===== config.mk =====
export PLATFORM = sky130hd
export DESIGN_NAME = arith_carry_resolver
export DESIGN_NICKNAME = d
export VERILOG_FILES = /design/src/rtl/arith_bitstream_pkg.sv /design/src/rtl/arith_carry_resolver.sv
export SDC_FILE = /design/constraint.sdc
export NUM_CORES = 1
export LEC_CHECK = 0
export BUFFER_PORTS_ARGS = -buffer_cell sky130_fd_sc_hd__buf_2
export CORE_MARGIN = 2
export CORE_UTILIZATION = 45
export DETAILED_ROUTE_END_ITERATION = 10
export PLACE_DENSITY = 0.69
export SLEW_MARGIN = 20
export SYNTH_ARGS = -nofsm -noshare
export SYNTH_HDL_FRONTEND = slang
export SYNTH_SLANG_ARGS = --single-unit

===== constraint.sdc =====
create_clock -name general_clk -period 4.6 [get_ports general_clk]
set_input_delay 0.92 -clock general_clk [delete_from_list [all_inputs] [get_ports general_clk]]
set_output_delay 0.92 -clock general_clk [all_outputs]
set_load 0.01 [all_outputs]

===== src/rtl/arith_bitstream_pkg.sv =====
// Shared types for the arithmetic bitstream back end: the resolver FSM
// encoding, the 9-bit pre-carry word layout and the two fill byte values.
package arith_bitstream_pkg;

    typedef enum logic [1:0] {
        IDLE  = 2'd0,
        EMIT  = 2'd1,
        FLUSH = 2'd2
    } fsm_state_t;

    // Pre-carry word from renormalisation: carry into already-produced bytes, plus a new byte.
    typedef struct packed {
        logic       carry;
        logic [7:0] b;
    } precarry_word_t;

    localparam logic [7:0] BYTE_FF = 8'hFF;
    localparam logic [7:0] BYTE_00 = 8'h00;

endpackage


===== src/rtl/arith_carry_resolver.sv =====
// arith_carry_resolver: resolves carry propagation on the arithmetic coder
// output. One byte is held in a cache and runs of 0xFF are only counted, so
// a late carry can still ripple into them. Bytes leave over a registered
// valid/ready stream; a flush drains the cache and any pending 0xFF run.
// Optional statistics ports are built when CARRY_RESOLVER_STATS_EN is defined.
//
// Handshake: a transfer happens on a rising clock edge where valid and ready
// are both high. Once out_valid is raised, out_byte/out_last hold stable until
// that transfer; in_ready does not depend on in_valid.
module arith_carry_resolver
    import arith_bitstream_pkg::*;
#(
    parameter int RUN_WIDTH  = 16,
    parameter int BYTE_WIDTH = 8
) (
    input  logic                  general_clk,
    input  logic                  reset,
    input  logic                  in_valid,
    output logic                  in_ready,
    input  logic [BYTE_WIDTH:0]   in_word,
    input  logic                  in_flush,
    input  logic                  in_word_vld,
    output logic                  out_valid,
    output logic [BYTE_WIDTH-1:0] out_byte,
    input  logic                  out_ready,
    output logic                  out_last,
    output logic                  flush_done,
    output logic                  err_carry,
    output logic                  err_run,
`ifdef CARRY_RESOLVER_STATS_EN
    output logic [31:0]           byte_count,
    output logic [31:0]           carry_count,
`endif
    output fsm_state_t            dbg_state
);

    localparam logic [BYTE_WIDTH-1:0] FILL_ONES = {BYTE_WIDTH{1'b1}};
    localparam logic [BYTE_WIDTH-1:0] FILL_ZERO = {BYTE_WIDTH{1'b0}};
    localparam logic [RUN_WIDTH-1:0]  RUN_ONE   = {{(RUN_WIDTH-1){1'b0}}, 1'b1};
    localparam logic [RUN_WIDTH-1:0]  RUN_MAX   = {RUN_WIDTH{1'b1}};

    fsm_state_t            state_q, state_d;
    logic [BYTE_WIDTH-1:0] cache_q, cache_d;
    logic                  cache_vld_q, cache_vld_d;
    logic [RUN_WIDTH-1:0]  run_q, run_d;
    logic [BYTE_WIDTH-1:0] fill_q, fill_d;
    logic                  flush_pend_q, flush_pend_d;
    logic [RUN_WIDTH-1:0]  rem_q, rem_d;
    logic                  out_valid_q, out_valid_d;
    logic [BYTE_WIDTH-1:0] out_byte_q, out_byte_d;
    logic                  out_last_q, out_last_d;
    logic                  flush_done_q, flush_done_d;
    logic                  err_carry_q, err_carry_d;
    logic                  err_run_q, err_run_d;
    logic                  alive_q, alive_d;

    logic                  accept;
    logic                  out_hs;
    logic                  word_take;
    logic                  w_c;
    logic [BYTE_WIDTH-1:0] w_b;
    logic                  w_is_run;
    logic                  word_has_bytes;
    logic                  p_cache_vld;
    logic [BYTE_WIDTH-1:0] p_cache;
    logic [RUN_WIDTH-1:0]  p_run;
    logic                  fs_cache_vld;
    logic [BYTE_WIDTH-1:0] fs_cache;
    logic [RUN_WIDTH-1:0]  fs_run;
    logic                  fl_any;
    logic [BYTE_WIDTH-1:0] fl_byte;
    logic [RUN_WIDTH-1:0]  fl_rem;
    logic                  fl_last;

    assign accept    = in_valid & in_ready;
    assign out_hs    = out_valid_q & out_ready;
    assign word_take = accept & in_word_vld;
    assign w_c       = in_word[BYTE_WIDTH];
    assign w_b       = in_word[BYTE_WIDTH-1:0];
    assign w_is_run  = (w_b == FILL_ONES) & ~w_c;
    // A resolving word emits the old cache byte and/or the counted run.
    assign word_has_bytes = word_take & ~w_is_run & (cache_vld_q | (run_q != '0));

    // Cache/run as they stand once the accepted word (if any) has been absorbed;
    // a flush in the same request drains from these values.
    always_comb begin
        p_cache_vld = cache_vld_q;
        p_cache     = cache_q;
        p_run       = run_q;
        if (word_take) begin
            if (w_is_run) begin
                p_run = (run_q == RUN_MAX) ? run_q : run_q + RUN_ONE;
            end else begin
                p_cache_vld = 1'b1;
                p_cache     = w_b;
                p_run       = '0;
            end
        end
    end

    // First byte of a flush: cache byte if held, otherwise the first 0xFF of the run.
    always_comb begin
        if (state_q == IDLE) begin
            fs_cache_vld = p_cache_vld;
            fs_cache     = p_cache;
            fs_run       = p_run;
        end else begin
            fs_cache_vld = cache_vld_q;
            fs_cache     = cache_q;
            fs_run       = run_q;
        end
        fl_any = fs_cache_vld | (fs_run != '0);
        if (fs_cache_vld) begin
            fl_byte = fs_cache;
            fl_rem  = fs_run;
            fl_last = (fs_run == '0);
        end else begin
            fl_byte = FILL_ONES;
            fl_rem  = fs_run - RUN_ONE;
            fl_last = (fs_run == RUN_ONE);
        end
    end

    // FSM state register.
    always_ff @(posedge general_clk or negedge reset) begin
        if (!reset) begin
            state_q <= IDLE;
        end else begin
            state_q <= state_d;
        end
    end

    // FSM next-state: EMIT drains a resolved run, FLUSH drains the frame tail.
    always_comb begin
        state_d = state_q;
        case (state_q)
            IDLE: begin
                if (accept) begin
                    if (word_has_bytes) begin
                        state_d = EMIT;
                    end else if (in_flush && fl_any) begin
                        state_d = FLUSH;
                    end
                end
            end
            EMIT: begin
                if (out_hs && (rem_q == '0)) begin
                    state_d = flush_pend_q ? FLUSH : IDLE;
                end
            end
            FLUSH: begin
                if (out_hs && out_last_q) begin
                    state_d = IDLE;
                end
            end
            default: state_d = IDLE;
        endcase
    end

    // Datapath next-state: cache/run bookkeeping and the registered output byte.
    always_comb begin
        cache_d      = cache_q;
        cache_vld_d  = cache_vld_q;
        run_d        = run_q;
        fill_d       = fill_q;
        flush_pend_d = flush_pend_q;
        rem_d        = rem_q;
        out_valid_d  = out_valid_q;
        out_byte_d   = out_byte_q;
        out_last_d   = out_last_q;
        flush_done_d = 1'b0;
        err_carry_d  = err_carry_q;
        err_run_d    = err_run_q;
        alive_d      = 1'b1;

        case (state_q)
            IDLE: begin
                if (accept) begin
                    cache_d     = p_cache;
                    cache_vld_d = p_cache_vld;
                    run_d       = p_run;
                    if (word_take && w_is_run && (run_q == RUN_MAX)) begin
                        err_run_d = 1'b1;
                    end
                    // Carry with nothing to land in, or landing in 0xFF (wraps to 0x00).
                    if (word_take && w_c && (!cache_vld_q || (cache_q == FILL_ONES))) begin
                        err_carry_d = 1'b1;
                    end
                    if (word_has_bytes) begin
                        fill_d       = w_c ? FILL_ZERO : FILL_ONES;
                        flush_pend_d = in_flush;
                        out_valid_d  = 1'b1;
                        out_last_d   = 1'b0;
                        if (cache_vld_q) begin
                            out_byte_d = cache_q + {{(BYTE_WIDTH-1){1'b0}}, w_c};
                            rem_d      = run_q;
                        end else begin
                            out_byte_d = w_c ? FILL_ZERO : FILL_ONES;
                            rem_d      = run_q - RUN_ONE;
                        end
                    end else if (in_flush) begin
                        if (fl_any) begin
                            out_valid_d = 1'b1;
                            out_byte_d  = fl_byte;
                            out_last_d  = fl_last;
                            rem_d       = fl_rem;
                        end else begin
                            flush_done_d = 1'b1;
                            cache_vld_d  = 1'b0;
                            run_d        = '0;
                        end
                    end
                end
            end
            EMIT: begin
                if (out_hs) begin
                    if (rem_q != '0) begin
                        out_byte_d = fill_q;
                        rem_d      = rem_q - RUN_ONE;
                    end else if (flush_pend_q) begin
                        flush_pend_d = 1'b0;
                        out_byte_d   = fl_byte;
                        out_last_d   = fl_last;
                        rem_d        = fl_rem;
                    end else begin
                        out_valid_d = 1'b0;
                    end
                end
            end
            FLUSH: begin
                if (out_hs) begin
                    if (out_last_q) begin
                        out_valid_d  = 1'b0;
                        out_last_d   = 1'b0;
                        flush_done_d = 1'b1;
                        cache_vld_d  = 1'b0;
                        run_d        = '0;
                    end else begin
                        out_byte_d = FILL_ONES;
                        rem_d      = rem_q - RUN_ONE;
                        out_last_d = (rem_q == RUN_ONE);
                    end
                end
            end
            default: ;
        endcase
    end

    // Datapath registers; async reset drops any byte still pending.
    always_ff @(posedge general_clk or negedge reset) begin
        if (!reset) begin
            cache_q      <= '0;
            cache_vld_q  <= 1'b0;
            run_q        <= '0;
            fill_q       <= '0;
            flush_pend_q <= 1'b0;
            rem_q        <= '0;
            out_valid_q  <= 1'b0;
            out_byte_q   <= '0;
            out_last_q   <= 1'b0;
            flush_done_q <= 1'b0;
            err_carry_q  <= 1'b0;
            err_run_q    <= 1'b0;
            alive_q      <= 1'b0;
        end else begin
            cache_q      <= cache_d;
            cache_vld_q  <= cache_vld_d;
            run_q        <= run_d;
            fill_q       <= fill_d;
            flush_pend_q <= flush_pend_d;
            rem_q        <= rem_d;
            out_valid_q  <= out_valid_d;
            out_byte_q   <= out_byte_d;
            out_last_q   <= out_last_d;
            flush_done_q <= flush_done_d;
            err_carry_q  <= err_carry_d;
            err_run_q    <= err_run_d;
            alive_q      <= alive_d;
        end
    end

    // FSM outputs: requests only in IDLE, and never while reset holds outputs low.
    always_comb begin
        in_ready   = alive_q & (state_q == IDLE);
        out_valid  = out_valid_q;
        out_byte   = out_byte_q;
        out_last   = out_last_q;
        flush_done = flush_done_q;
        err_carry  = err_carry_q;
        err_run    = err_run_q;
        dbg_state  = state_q;
    end

`ifdef CARRY_RESOLVER_STATS_EN
    logic [31:0] byte_count_q, byte_count_d;
    logic [31:0] carry_count_q, carry_count_d;

    // Frame statistics; a word accepted during the flush_done cycle still counts.
    always_comb begin
        byte_count_d  = (flush_done_q ? 32'd0 : byte_count_q) + {31'd0, out_hs};
        carry_count_d = (flush_done_q ? 32'd0 : carry_count_q) + {31'd0, word_take & w_c};
    end

    // Statistics registers.
    always_ff @(posedge general_clk or negedge reset) begin
        if (!reset) begin
            byte_count_q  <= '0;
            carry_count_q <= '0;
        end else begin
            byte_count_q  <= byte_count_d;
            carry_count_q <= carry_count_d;
        end
    end

    assign byte_count  = byte_count_q;
    assign carry_count = carry_count_q;
`endif

endmodule


# --- Word-level counts from Yosys, hierarchy flattened ---
# Cells that the tools add are included.
# Widths: inputs -> output; s select.
classes:
  n_addsub: 5
  n_eq_ne: 22
  muxes: 87
  n_bitwise: 11
  n_reduce_logical: 28
op_table:
  columns: ["op", "n"]
  rows:
  - ["$mux 16", 21]
  - ["$mux 8", 15]
  - ["$pmux 16 s3", 1]
  - ["$reduce_bool 16->1", 3]
  - ["$sub 16x1->16 const B", 3]
  - ["$mux 1", 36]
  - ["$eq 16x1->1 const B", 2]
  - ["$logic_not 16->1", 2]
  - ["$pmux 16 s2", 1]
  - ["$pmux 8 s3", 1]
  - ["$ne 2x2->1 const B", 11]
  - ["$add 16x1->16 const B", 1]
  - ["$eq 16x16->1 const B", 1]
  - ["$eq 8x8->1 const B", 2]
  - ["$reduce_and 8->1", 2]
  - ["$mux 2", 6]
  - ["$ne 3x3->1 const B", 4]
  - ["$reduce_and 3->1", 3]
  - ["$reduce_and 9->1", 1]
  - ["$add 8x1->8", 1]
  - ["$reduce_and 4->1", 2]
  - ["$and 1x1->1", 7]
  - ["$logic_and 1x1->1", 7]
  - ["$pmux 1 s2", 3]
  - ["13 further kinds", 17]
word_totals:
  ff_bits: 66
  input_bits: 15
  output_inout_bits: 16
  wordCells: 167

# --- Longest topological paths before layout ---
logic_depth:
  depth_word: 13
  depth_mapped: 18
  mapped_depth_nobuf: 15

# --- Worst setup path after synthesis ---
# Ideal clock, no wire load.
synth_timing:
  kind: "input -> register"
  from: "input in_word_vld"
  to: "register rem_q[10]"
  setup_time_ps: 125
  arrival_ps: 3564
  required_ps: 4475
  setup_slack_ps: 911
  path_stages: 14
  cell_sequence: "and4_1 buf_2 o21ai_0 nand2_1 a21boi_0 ha_1 inv_1 nor4_1 and3_1 buf_2 nand3_2 o21ai_2 buf_6 mux2_2"
synth_via:
  elab_chain_len: 10
synth_rtl:
  columns: ["item", "line", "rtl"]
  rows:
  - ["start: declaration", "arith_carry_resolver.sv:22", "input logic in_word_vld,"]
  - ["$and 1x1->1 *", "arith_carry_resolver.sv:77", "assign word_take = accept & in_word_vld;"]
  - ["$mux 16", "arith_carry_resolver.sv:90", "if (word_take) begin"]
  - ["$mux 16", "arith_carry_resolver.sv:103", "if (state_q == IDLE) begin"]
  - ["$sub 16x1->16", "arith_carry_resolver.sv:119", "fl_rem = fs_run - RUN_ONE;"]
  - ["$mux 16", "arith_carry_resolver.sv:113", "if (fs_cache_vld) begin"]
  - ["$mux 16", "arith_carry_resolver.sv:202", "if (fl_any) begin"]
  - ["$mux 16", "arith_carry_resolver.sv:201", "end else if (in_flush) begin"]
  - ["$mux 16", "arith_carry_resolver.sv:189", "if (word_has_bytes) begin"]
  - ["$mux 16", "arith_carry_resolver.sv:178", "if (accept) begin"]
  - ["$pmux 16 s3", "arith_carry_resolver.sv:176", "case (state_q)"]
  - ["end signal: assignment", "arith_carry_resolver.sv:271", "rem_q <= rem_d;"]
  - ["end: declaration", "arith_carry_resolver.sv:48", "logic [RUN_WIDTH-1:0] rem_q, rem_d;"]
# Mark *: on every way between the ends. The rest lies on a longest branch, timed or not. The select of a mux whose other input is x is not followed.
# A chain may end at the register's enable or synchronous reset.

# --- Worst setup path in the final report ---
layout_timing:
  from: "register state_q[0] (netlist: dbg_state[0])"
  to: "register out_byte_q[7] (netlist: out_byte[7])"
layout_via:
  elab_chain_len: 12
layout_rtl:
  columns: ["item", "line", "rtl"]
  rows:
  - ["start: declaration", "arith_carry_resolver.sv:42", "fsm_state_t state_q, state_d;"]
  - ["start signal: assignment", "arith_carry_resolver.sv:129", "state_q <= state_d;"]
  - ["$logic_not 2->1", "arith_carry_resolver.sv:103, arith_carry_resolver.sv:176, arith_carry_resolver.sv:284", null]
  - ["$and 1x1->1", "arith_carry_resolver.sv:284", "in_ready = alive_q & (state_q == IDLE);"]
  - ["$and 1x1->1", "arith_carry_resolver.sv:75", "assign accept = in_valid & in_ready;"]
  - ["$and 1x1->1", "arith_carry_resolver.sv:77", null]
  - ["$mux 8 / $mux 1 (equally long branches)", "arith_carry_resolver.sv:90", null]
  - ["$mux 8 / $mux 1 (equally long branches)", "arith_carry_resolver.sv:103", null]
  - ["$mux 8", "arith_carry_resolver.sv:113", null]
  - ["$mux 8", "arith_carry_resolver.sv:202", null]
  - ["$mux 8", "arith_carry_resolver.sv:201", null]
  - ["$mux 8", "arith_carry_resolver.sv:189", null]
  - ["$mux 8", "arith_carry_resolver.sv:178", null]
  - ["$pmux 8 s3", "arith_carry_resolver.sv:176", null]
  - ["end signal: assignment", "arith_carry_resolver.sv:273", "out_byte_q <= out_byte_d;"]
  - ["end: declaration", "arith_carry_resolver.sv:50", "logic [BYTE_WIDTH-1:0] out_byte_q, out_byte_d;"]
# Several ways; a longest one is shown, not always the timed one. The select of a mux whose other input is x is not followed.

==> results.yml <==
cells_and_area:
  layout.nets: 665
  areaGrowthSynthToFinish_pct: 10.3
  final_cell_mix: "nand2_1, nor2_1, dfrtp_1"
  instances_no_fill: 778
  num_antenna_cells: 0
  num-fill-cells: 1040
  drive_above_1_share: 0.136
  final_common_cell: "nand2_1"
drt:
  remaining_drc_errors: 0
  routed_via_density: 6.28
  firstDrtPassIters: 6
  routedWlPerCell_um: 18.6
  ant_nets: 0
  vias: 4887
  dr.first_iter.drc_count: 415
  totalWireLength_um: 14400
grt:
  grt_pass1_wl_um: 23300
  grt_pass1_vias: 4424
  overflow: 0
  grt_max_degree: 46
  antenna_found_initial: 0
  track_usage: 0.258
die:
  die_area_sq_mm: 0.0115
  die_w_um: 107
  start_util: 0.464
  core_area_sq_mm: 0.0104
  pin_count: 31
  placementRows: 37
  dieHeight_um: 107
clock_network:
  clock-sinks: 59
  root_buffer: "clkbuf_8"
  cts_tree: "yes"
  cts_setup_buffers: 0
  cts.repair.resized: 0
  cts_buffers: 9
  cts_max_level: 3
  clk_latency_ns: 0.35
  path_clk_slew_ns: 0.07
  ctsLongestPathBuffers: 2
  cts_hold_buf: 0
sta:
  period_share: 0.908
  max_slew.worst_pin.slew_ns: 0.840
  fin_crit_ns: 4.18
  finalHoldViolCount: 0
  skew_ns: 0.00670
  rsz0062_at_grt: "no"
  clock.fmax_mhz: 239
  max_slew_margin: 0.435
  setup_viol: 0
  whs_ns: 0.456
  finalMaxSlewViolations: 0
  worst_slack_ns: 0.421
  fin_tns_setup_ns: 0
synthesis:
  yosysTopAreaCell: "dfrtp_1"
  synth.area.top_cells: "dfrtp_1, nand2_1, o21ai_0"
  yosysSeqAreaShare: 0.307
  syn_inst: 619
  synth_flop_cell: "dfrtp_1"
  synth_edf_count: 0
  ys_types: 69
  synthesis.area_sq_mm: 0.00481
  synth_top_cell_area_share: 0.307
  async_reset_ff_frac: 1.00
  ys_ff_latch: 59
  yosysWarnings: 0
  syn-mean-instance-area_sq_um: 7.77
  synth_fp_nets: 646
setup_path:
  rrSetupSlack_ns: 0.42
  slowest_delay_ns: 0.46
  reg2reg_to: "out_byte[7]"
  critical_path_arrival_ns: 4.42
  path_max_fanout: 28
  rr_worst_depth: 14
  cp-start-kind: "flip-flop"
  path_class: "flip-flop to flip-flop"
  cp_top_family: "simple AND/OR/NAND/NOR gates"
  crit_chain: "inv_1, ha_1, and4_1, o21ai_0, a22oi_1, ha_1, inv_1, nor4_1, and3_1, nand3_2, o21ai_2, buf_4, a21oi_1, a21o_1"
  end_kind: "flip-flop"
  cp_data_required_time_ns: 4.84
  path_buf_inv: 3
  reg2reg_from: "dbg_state[0]"
  cp_slowest_cell: "and3_1"
run:
  maxCapViolations: 0
place:
  post-dp-hpwl_um: 10800
  numPlacedInstances: 763
  portBuffers: 30
  post-place-ws_ns: 0.303
  finalWeightedCongestion: 0.942
power:
  p_total_mw: 3.54
  peakVddDrop_mv: 0.261
  power.density_mw_per_mm2: 667
  leakage_nw: 2.22
status:
  status: "finished clean"
worst_hold_path:
  min_path_type: "input port to async pin"
report_power, final:
group / total, mW / leakage, nW / internal, mW / switching (mW)
Sequential: 0.890 / 0.757 / 0.702 / 0.188
Clock: 0.524 / 0.109 / 0.307 / 0.217
Combinational: 2.13 / 1.35 / 0.780 / 1.35
Total: 3.54 / 2.22 / 1.79 / 1.75
through the flow:
step / util / instance area [sq um]
6_report: 0.512 / 5310
3_5_place_dp: 0.491 / 5090
2_1_floorplan: - / 4810
4_1_cts: 0.512 / 5310
5_1_grt: 0.512 / 5310
3_3_place_gp: 0.491 / 5090
area by class of cell:
cell class / instances / area [sq um] / share of cell area
Tap cell: 136 / 170 / 0.0321
Multi-Input combinational cell: 499 / 3070 / 0.579
Clock buffer: 14 / 183 / 0.0344
Clock inverter: 1 / 30.0 / 0.00566
Inverter: 19 / 71.3 / 0.0134
Timing Repair Buffer: 50 / 300 / 0.0566
Sequential cell: 59 / 1480 / 0.278
sequential cells by signal, indices dropped and copies added (netlist names), 2 cells and up:
signal,count
rem_q,16
out_byte,8
run_q,16
cache_q,8
dbg_state,2
metal layers:
layer | vias up | wire, um | track usage
li1 | 2303 | - | -
met3 | 30 | 1360 | 0.0466
met2 | 259 | 6210 | 0.373
met1 | 2295 | 6560 | 0.392
met5 | - | 0 | 0
met4 | 0 | 309 | 0.0751
worst max-delay path by stage:
stage	to	slack, ns	start	cells past startpoint
after floorplan	rem_q[10]	0.91	in_word_vld	14
after global placement	out_byte[7]	0.52	in_word_vld	13
after detailed placement	out_byte[7]	0.30	in_word_vld	13
after CTS	out_byte[7]	0.46	dbg_state[0]	14
after global routing	out_byte[7]	0.01	dbg_state[0]	14
final	out_byte[7]	0.42	dbg_state[0]	14
cell usage after synthesis, drive strengths merged, types with 7 or more instances:
master,instances
a21oi,39
a22o,9
a31oi,10
and3,7
buf,19
clkbuf,23
dfrtp,59
ha,12
inv,19
nand2,77
nand3,15
nand3b,8
nand4,14
nor2,60
nor3,20
nor4,13
o21ai,63
o22ai,10
o31ai,7
or4,12
xnor2,25
xor2,12
logic make-up (layout without fill, tap and decap cells):
logic type | count (synthesis) | count (layout) | synth area share
xor gates and xnor gates | 37 | 37 | 0.0674
other | 1 | 1 | 0.000780
AOI/OAI and AO/OA | 189 | 189 | 0.259
DFF | 59 | 59 | 0.307
buffers and inverters | 61 | 84 | 0.0554
muxes | 6 | 6 | 0.0128
adders and majority gates | 12 | 12 | 0.0312
and+or+nand+nor | 254 | 254 | 0.266
Note: power is estimated with default switching activity, not from simulation.
